==> src/rtl/palette_lut_fade.sv <==
// Run-time writable colour palette with a two-stage lookup pipeline and a global
// brightness fader used for fade-to-black / fade-in level transitions.
module palette_lut_fade #(
    parameter int INDEX_W    = 4,
    parameter int COLOR_W    = 4,
    parameter int FADE_SHIFT = 4,
    parameter int FADE_DIV   = 2,
    parameter logic [(2**INDEX_W)*3*COLOR_W-1:0] INIT_PAL = '0
) (
    input  logic                   clk_i,
    input  logic                   reset_i,
    input  logic                   pix_valid_i,
    input  logic [INDEX_W-1:0]     index_i,
    input  logic                   wr_en_i,
    input  logic [INDEX_W-1:0]     wr_addr_i,
    input  logic [3*COLOR_W-1:0]   wr_data_i,
    input  logic                   frame_tick_i,
    input  logic                   fade_start_i,
    input  logic                   fade_dir_i,
    output logic [COLOR_W-1:0]     red_o,
    output logic [COLOR_W-1:0]     green_o,
    output logic [COLOR_W-1:0]     blue_o,
    output logic                   rgb_valid_o,
    output logic                   fade_busy_o,
    output logic                   fade_done_o
);
    localparam int ENTRIES = 2**INDEX_W;
    localparam int RGB_W   = 3*COLOR_W;
    localparam int LVL_W   = FADE_SHIFT + 1;
    localparam int PROD_W  = COLOR_W + FADE_SHIFT + 1;
    localparam int DIV_W   = (FADE_DIV > 1) ? $clog2(FADE_DIV) : 1;
    localparam logic [LVL_W-1:0] MAX_LVL  = LVL_W'(1 << FADE_SHIFT);
    localparam logic [DIV_W-1:0] DIV_LAST = DIV_W'(FADE_DIV - 1);

    typedef enum logic [0:0] {StIdle, StFading} state_e;

    logic [RGB_W-1:0]   ram_q [ENTRIES];
    logic [RGB_W-1:0]   s1_rgb_q, s1_rgb_d;
    logic               s1_vld_q;
    logic [COLOR_W-1:0] red_q, green_q, blue_q;
    logic               vld_q;

    state_e             state_q, state_d;
    logic [LVL_W-1:0]   level_q, level_d, target;
    logic [DIV_W-1:0]   div_q, div_d;
    logic               dir_q, dir_d;
    logic               done_q, done_d;

    function automatic logic [COLOR_W-1:0] scale(input logic [COLOR_W-1:0] c,
                                                 input logic [LVL_W-1:0]   l);
        logic [PROD_W-1:0] p;
        p = PROD_W'(c) * PROD_W'(l);
        return p[FADE_SHIFT +: COLOR_W];
    endfunction

    // Write-first bypass so a same-cycle lookup of the written entry sees new data.
    always_comb begin
        s1_rgb_d = ram_q[index_i];
        if (wr_en_i && (wr_addr_i == index_i)) begin
            s1_rgb_d = wr_data_i;
        end
    end

    always_ff @(posedge clk_i) begin
        if (reset_i) begin
            for (int i = 0; i < ENTRIES; i++) begin
                ram_q[i] <= INIT_PAL[i*RGB_W +: RGB_W];
            end
            s1_rgb_q <= '0;
            s1_vld_q <= 1'b0;
            red_q    <= '0;
            green_q  <= '0;
            blue_q   <= '0;
            vld_q    <= 1'b0;
        end else begin
            if (wr_en_i) begin
                ram_q[wr_addr_i] <= wr_data_i;
            end
            s1_rgb_q <= s1_rgb_d;
            s1_vld_q <= pix_valid_i;
            red_q    <= scale(s1_rgb_q[RGB_W-1 -: COLOR_W], level_q);
            green_q  <= scale(s1_rgb_q[2*COLOR_W-1 -: COLOR_W], level_q);
            blue_q   <= scale(s1_rgb_q[COLOR_W-1:0], level_q);
            vld_q    <= s1_vld_q;
        end
    end

    always_comb begin
        state_d = state_q;
        level_d = level_q;
        div_d   = div_q;
        dir_d   = dir_q;
        done_d  = 1'b0;
        target  = dir_q ? MAX_LVL : LVL_W'(0);
        if (fade_start_i) begin
            // A restart overrides any concurrent frame tick and abandons the old fade silently.
            dir_d = fade_dir_i;
            div_d = '0;
            if (level_q == (fade_dir_i ? MAX_LVL : LVL_W'(0))) begin
                state_d = StIdle;
                done_d  = 1'b1;
            end else begin
                state_d = StFading;
            end
        end else if ((state_q == StFading) && frame_tick_i) begin
            if (div_q == DIV_LAST) begin
                div_d = '0;
                if (level_q != target) begin
                    level_d = dir_q ? level_q + 1'b1 : level_q - 1'b1;
                end
                if (level_d == target) begin
                    state_d = StIdle;
                    done_d  = 1'b1;
                end
            end else begin
                div_d = div_q + 1'b1;
            end
        end
    end

    always_ff @(posedge clk_i) begin
        if (reset_i) begin
            state_q <= StIdle;
            level_q <= MAX_LVL;
            div_q   <= '0;
            dir_q   <= 1'b0;
            done_q  <= 1'b0;
        end else begin
            state_q <= state_d;
            level_q <= level_d;
            div_q   <= div_d;
            dir_q   <= dir_d;
            done_q  <= done_d;
        end
    end

    assign red_o       = red_q;
    assign green_o     = green_q;
    assign blue_o      = blue_q;
    assign rgb_valid_o = vld_q;
    assign fade_busy_o = (state_q == StFading);
    assign fade_done_o = done_q;

endmodule
==> config.mk <==
export PLATFORM = sky130hd
export DESIGN_NAME = palette_lut_fade
export DESIGN_NICKNAME = d
export VERILOG_FILES = /design/src/rtl/palette_lut_fade.sv
export SDC_FILE = /design/constraint.sdc
export NUM_CORES = 1
export LEC_CHECK = 0
export ABC_AREA = 1
export CAP_MARGIN = 20
export CORE_MARGIN = 8
export CORE_UTILIZATION = 59
export DETAILED_ROUTE_END_ITERATION = 16
export MAX_ROUTING_LAYER = met4
export PLACE_DENSITY = 0.77
export SETUP_SLACK_MARGIN = 0.15
export SYNTH_ARGS = -nofsm -noshare
export SYNTH_HDL_FRONTEND = slang
export SYNTH_SLANG_ARGS = --single-unit
==> constraint.sdc <==
create_clock -name clk_i -period 4.7 [get_ports clk_i]
set_clock_uncertainty 0.15 [all_clocks]
set_input_delay 0.94 -clock clk_i [delete_from_list [all_inputs] [get_ports clk_i]]
set_output_delay 0.94 -clock clk_i [all_outputs]
set_load 0.01 [all_outputs]
==> results_dict.tcl, run 1 <==
set metrics [dict create \
    status "completed" \
    synth_top_cell_area_share 0.5008 \
    num_io_pins 42 \
    core_area_um2 19330 \
    dr.pass1.iters 5 \
    syn_to_final_growth_pct 9.041 \
    portBuffers 41 \
    cts_tree "done" \
    seq_area_frac_synth 0.5616 \
    synth_edf_count 192 \
    globalRouteTotalUtil 0.2364 \
    cap_violations 0 \
    clock.fmax_mhz 310.3 \
    synth.distinct_cells 30 \
    wl_per_cell_um 18.29 \
    cts_resized 0 \
    yosys-top-cells-area "edfxtp_1, nor2_1, dfxtp_1" \
    cts_root_buf "clkbuf_16" \
    fin_crit_sh 0.6856 \
    die_h_um 155.7 \
    setup_viol 0 \
    cts_made_buffers 24 \
    htree_num_levels 1 \
    start_kind "flop" \
    hold_start "s1_vld_q" \
    path_delay_family "adder cells" \
    row_count 51 \
    drive_gt1_frac 0.03745 \
    ctsLongestPathBuffers 3 \
    cts_sinks 227 \
    holdPathEnd "rgb_valid_o" \
    ys_warn_count 0 \
    top_layer_used "met4" \
    holdCritPathClass "flop to flop" \
    clk_latency_ns 0.54 \
    dr_wl_met3_mm 2.244 \
    layout_min_cycle_time_ns 3.222 \
    wl_mm 27.80 \
    placed_area_um2 11850 \
    fin_nets 1315 \
    regToRegStartpoint "level_q[2]" \
    p_leak_nw 5.179 \
    peakVddDrop_v 0.0003034 \
    min_path_cells 2 \
    drc 0 \
    fillCellCount 1550 \
    max_stage_delay_ns 0.68 \
    report.final.slew_viol_count 0 \
    finalHoldViolations 0 \
    cp_common_cell "nand2_1" \
    slew_headroom 0.3648 \
    drt_first_iter_violations 866 \
    crit_path_cell_trace "nand2_1 -> fa_1 -> inv_1 -> fa_1 -> ha_1 -> nand4_1 -> o21bai_1 -> nand2_1 -> nand2_1 -> nand2_1 -> a21oi_1 -> nor2_1" \
    synth_most_common_cell "nor2_1" \
    worstSetupPathType "flop to flop" \
    r2r_cells 12 \
    reg2reg_to "green_o[2]" \
    postCtsHoldBufs 0 \
    synthAdderAreaFrac 0.06042 \
    vias 8761 \
    worst_slack_ns 1.478 \
    initial_core_util 0.5955 \
    crit_path_top_delay_cell "dfxtp_1" \
    synth-async-reset-ratio 0 \
    p_per_area_nw_per_um2 355.5 \
    rrSetupSlack_ns 1.48 \
    postSynthCellCount 1249 \
    antenna_cells 0 \
    grt_max_degree 99 \
    yosysTopAreaCell "edfxtp_1" \
    cts.clk_slew.worst_paths_ns 0.06 \
    tns_ns 0 \
    yosys-top-cells-count "nor2_1, edfxtp_1, nand2_1, inv_1, o21ai_0" \
    grt_pass1_wl_mm 43.09 \
    crit_path_end_kind "flop" \
    synth-seq-cells 227 \
    stdcell_area_um2 12550 \
    synthesis.area_um2 11510 \
    post_cts_buffers 0 \
    antenna_left 0 \
    drt-met1-wl_mm 10.68 \
    stdcell_count 1520 \
    dp_hpwl_mm 17.73 \
    ys.flop_type "edfxtp_1" \
    critPathBufInv 1 \
    overflow 0 \
    vias_per_cell 5.764 \
    synth-xor-area-share 0.008368 \
    utilization 0.6493 \
    gp_congestion 0.9026 \
    synth_simple_gate_area_share 0.2050 \
    avgSynthCellArea_um2 9.218 \
    crit_fanout 15 \
    worstPathRequired_ns 4.96 \
    grt_pass1_vias 8214 \
    met2WireLength_mm 13.98 \
    die_w_um 155.7 \
    synthMuxAreaShare 0 \
    cp.arrival_ns 3.48 \
    die_area_um2 24240 \
    synth_fp_nets 1322 \
    synth_top_family_by_area "simple AND/OR/NAND/NOR gates" \
    preCtsSetupSlack_ns 1.268 \
    antenna_found_initial 0 \
    worstMarginPinSlew_ns 0.9528 \
    synth_compound_area_frac 0.09237 \
    rsz0062_at_grt "no" \
    timing.hold.ws_ns 0.2531 \
    place_inst 1481 \
    power_mw 4.464 \
]
[worst reg2reg max path, delay by kind of cell (launching register included)]
kind | cells | cell delay [ns]
adder cells (fa/ha/maj) | 3 | 1.32
AND/OR/NAND/NOR | 6 | 0.56
buffers and inverters | 1 | 0.05
AO/OA/AOI/OAI | 2 | 0.37
flip-flops | 1 | 0.68
[cells in the final DEF, fill, tap and decap left out]
cell / instances
clkinv_16: 1
o21ai_0: 80
nor3_2: 2
nand2_2: 2
nand2_1: 133
clkbuf_8: 1
dfxtp_1: 35
o21bai_1: 3
or2_2: 1
clkinv_4: 1
o211a_1: 1
xor2_1: 4
buf_2: 2
a21oi_1: 36
clkbuf_1: 8
o211ai_1: 40
nand3_1: 66
clkinv_2: 2
inv_4: 2
ha_1: 30
inv_1: 86
inv_2: 2
xnor2_1: 7
clkbuf_16: 24
buf_4: 7
edfxtp_1: 192
nand4_1: 8
o21ai_1: 30
clkinv_1: 14
clkdlybuf4s50_1: 39
fa_1: 16
nor2_1: 376
nand3b_1: 4
[cell families after synthesis]
group           Yosys count
compound gates          190
xor+xnor                 11
fa+ha+maj                46
buf+inv                 183
flops                   227
simple gates            592
[how the worst max path moves through the flow]
stage,cells after the start,start,end,slack [ns]
after floorplan,13,level_q[2],red_o[2],1.75
after global placement,5,wr_addr_i[3],ram_q[11][11],1.35
after detailed placement,5,wr_addr_i[1],ram_q[10][10],1.27
after CTS,12,level_q[2],green_o[2],1.47
after global routing,12,level_q[2],green_o[2],1.19
final,12,level_q[2],green_o[2],1.48
[final cells by class]
type                            instances  area (um^2)  share of cell area
Sequential cell                       227         6466              0.5151
Multi-Input combinational cell        839         4215              0.3358
Clock buffer                           33        644.4             0.05133
Timing Repair Buffer                   48        452.9             0.03608
Inverter                              102        387.9             0.03090
Tap cell                              265        331.6             0.02641
Clock inverter                          6        56.30            0.004485
[power by group]
group	leakage, nW	internal, mW	switching [mW]	total [mW]
Combinational	2.72	0.121	0.285	0.406
Sequential	2.12	2.30	0.0446	2.34
Clock	0.339	0.958	0.759	1.72
Total	5.18	3.38	1.09	4.46
[sequential cells by signal, indices dropped and copies added (netlist names), 4 cells and up]
register / cells
s1_rgb_q: 12
blue_o: 4
green_o: 4
ram_q: 192
red_o: 4
level_q: 5
[layer usage]
metal | vias to the layer above | track usage
met3 | 67 | 0.03269
met5 | - | -
met2 | 389 | 0.4015
li1 | 4126 | -
met4 | 0 | 0.07994
met1 | 4179 | 0.2872
No activity file was read; power rests on OpenSTA's default activity.
==> run 2: changes to the inputs <==
CORE_UTILIZATION = 56   (was 59)
clock period = 2.67 ns   (was 4.7 ns; I/O delays follow)
==> results_dict.tcl, run 2 (synthesized netlist as in run 1, its figures left out) <==
set metrics [dict create \
    status "complete, but fails checks" \
    violations "setup timing" \
    power_mw 8.128 \
    holdCritPathClass "flop to flop" \
    worst_slack_ns -0.1062 \
    stdcell_count 1620 \
    start_kind "flop" \
    tns_ns -0.4038 \
    syn_to_final_growth_pct 17.83 \
    antenna_cells 0 \
    clk_latency_ns 0.52 \
    crit_path_end_kind "flop" \
    place_inst 1570 \
    gp_congestion 0.9217 \
    row_count 52 \
    overflow 0 \
    initial_core_util 0.5690 \
    die_area_um2 25400 \
    grt_pass1_wl_mm 45.26 \
    worstSetupPathType "flop to flop" \
    postCtsHoldBufs 0 \
    layout_min_cycle_time_ns 2.776 \
    final_common_cell "nor2_1" \
    setup_viol 6 \
    cts_made_buffers 24 \
    drc 0 \
    cts_root_buf "clkbuf_16" \
    fin_nets 1408 \
    cp.arrival_ns 3.03 \
    core_area_um2 20230 \
    p_per_area_nw_per_um2 599.1 \
    final_cell_mix "nor2_1, edfxtp_1, nand2_1, buf_4, inv_1" \
    dp_hpwl_mm 18.39 \
    drive_gt1_frac 0.1333 \
    top_register "ram_q" \
    crit_fanout 6 \
    grt_max_degree 97 \
    worstPathRequired_ns 2.92 \
    num_io_pins 42 \
    fin_crit_sh 1.040 \
    grt_pass1_vias 8613 \
    cts_sinks 227 \
    die_w_um 159.4 \
    clock.fmax_mhz 360.2 \
    largest_registers "ram_q: 192 flops, s1_rgb_q: 12 flops, level_q: 5 flops" \
    cts.clk_slew.worst_paths_ns 0.06 \
    antenna_left 0 \
    die_h_um 159.4 \
    drt_first_iter_violations 972 \
    cap_violations 0 \
    vias 8909 \
    ctsLongestPathBuffers 3 \
    vias_per_cell 5.499 \
    antenna_found_initial 0 \
    htree_num_levels 1 \
    wl_mm 27.84 \
    slew_headroom 0.5971 \
    cts_tree "done" \
    report.final.slew_viol_count 0 \
    globalRouteTotalUtil 0.2243 \
    p_leak_nw 5.700 \
    largest_register_ffs 192 \
    dr.pass1.iters 8 \
    worstMarginPinSlew_ns 0.6006 \
    rsz0062_at_grt "yes" \
    wl_per_cell_um 17.19 \
    portBuffers 41 \
    peakVddDrop_v 0.0005310 \
    finalHoldViolations 0 \
]
[run 2: cell count changes in the layout (fill, tap and decap cells not counted), sizes merged]
cell	previous run	this run
clkbuf	33	31
bufinv	0	2
inv	90	91
buf	9	102
clkinv	18	19
[run 2: final timing paths]
path	start	end	slack, ns	cells after the start
min reg2reg	s1_vld_q	rgb_valid_o	0.25	2
min	s1_vld_q	rgb_valid_o	0.25	2
max reg2reg	level_q[2]	red_o[3]	-0.11	14
max	level_q[2]	red_o[3]	-0.11	14
[run 2: power breakdown]
group	switching [mW]	internal (mW)	leakage [nW]
Combinational	0.522	0.302	3.22
Clock	1.30	1.89	0.361
Sequential	0.0718	4.04	2.12
Total	1.90	6.23	5.70
[run 2: cell type report]
class | instances | area (um^2)
clock buffers | 31 | 648.1
multi-input cells | 839 | 4357
repair buffers | 141 | 1262
flip-flops and latches | 227 | 6477
fillers | 1529 | 6668
well taps | 270 | 337.8
inverters | 102 | 387.9
clock inverters | 10 | 96.34
[run 2: layer usage]
metal  up-vias  GRT usage  wire length, um
met5         -          -                0
met4         0    0.05789              483
met3        34    0.03102             2121
met2       353     0.3683            13660
met1      4210     0.2897            11580
li1       4312          -                -
[run 2: per-stage QoR]
step / hold WS (ns) / utilization / area, um^2 / setup WS, ns
5_1_grt: 0.2912 / 0.6705 / 13570 / -0.2334
2_1_floorplan: 0.2383 / - / 11590 / -0.07983
6_report: 0.2539 / 0.6705 / 13570 / -0.1062
3_5_place_dp: 0.2476 / 0.6245 / 12640 / -0.1610
4_1_cts: 0.2554 / 0.6672 / 13500 / -0.06377
3_3_place_gp: 0.2405 / 0.6245 / 12640 / -0.09295
[run 2: worst max-delay path, cell delays in order (launching register included)]
cell,delay [ns]
dfxtp_4,0.38
buf_6,0.13
nand2_2,0.05
inv_2,0.04
fa_1,0.52
inv_1,0.06
fa_1,0.49
inv_2,0.05
ha_4,0.27
nand2_1,0.05
nor2_1,0.08
nand3b_1,0.08
o211ai_1,0.10
xor2_1,0.17
nor2_1,0.05
[run 2: timing repair]
action	CTS	global route
pin swaps	15	4
gates resized for setup	29	15
gates cloned	0	0
endpoints found under the setup margin	12	12
setup buffers	9	0
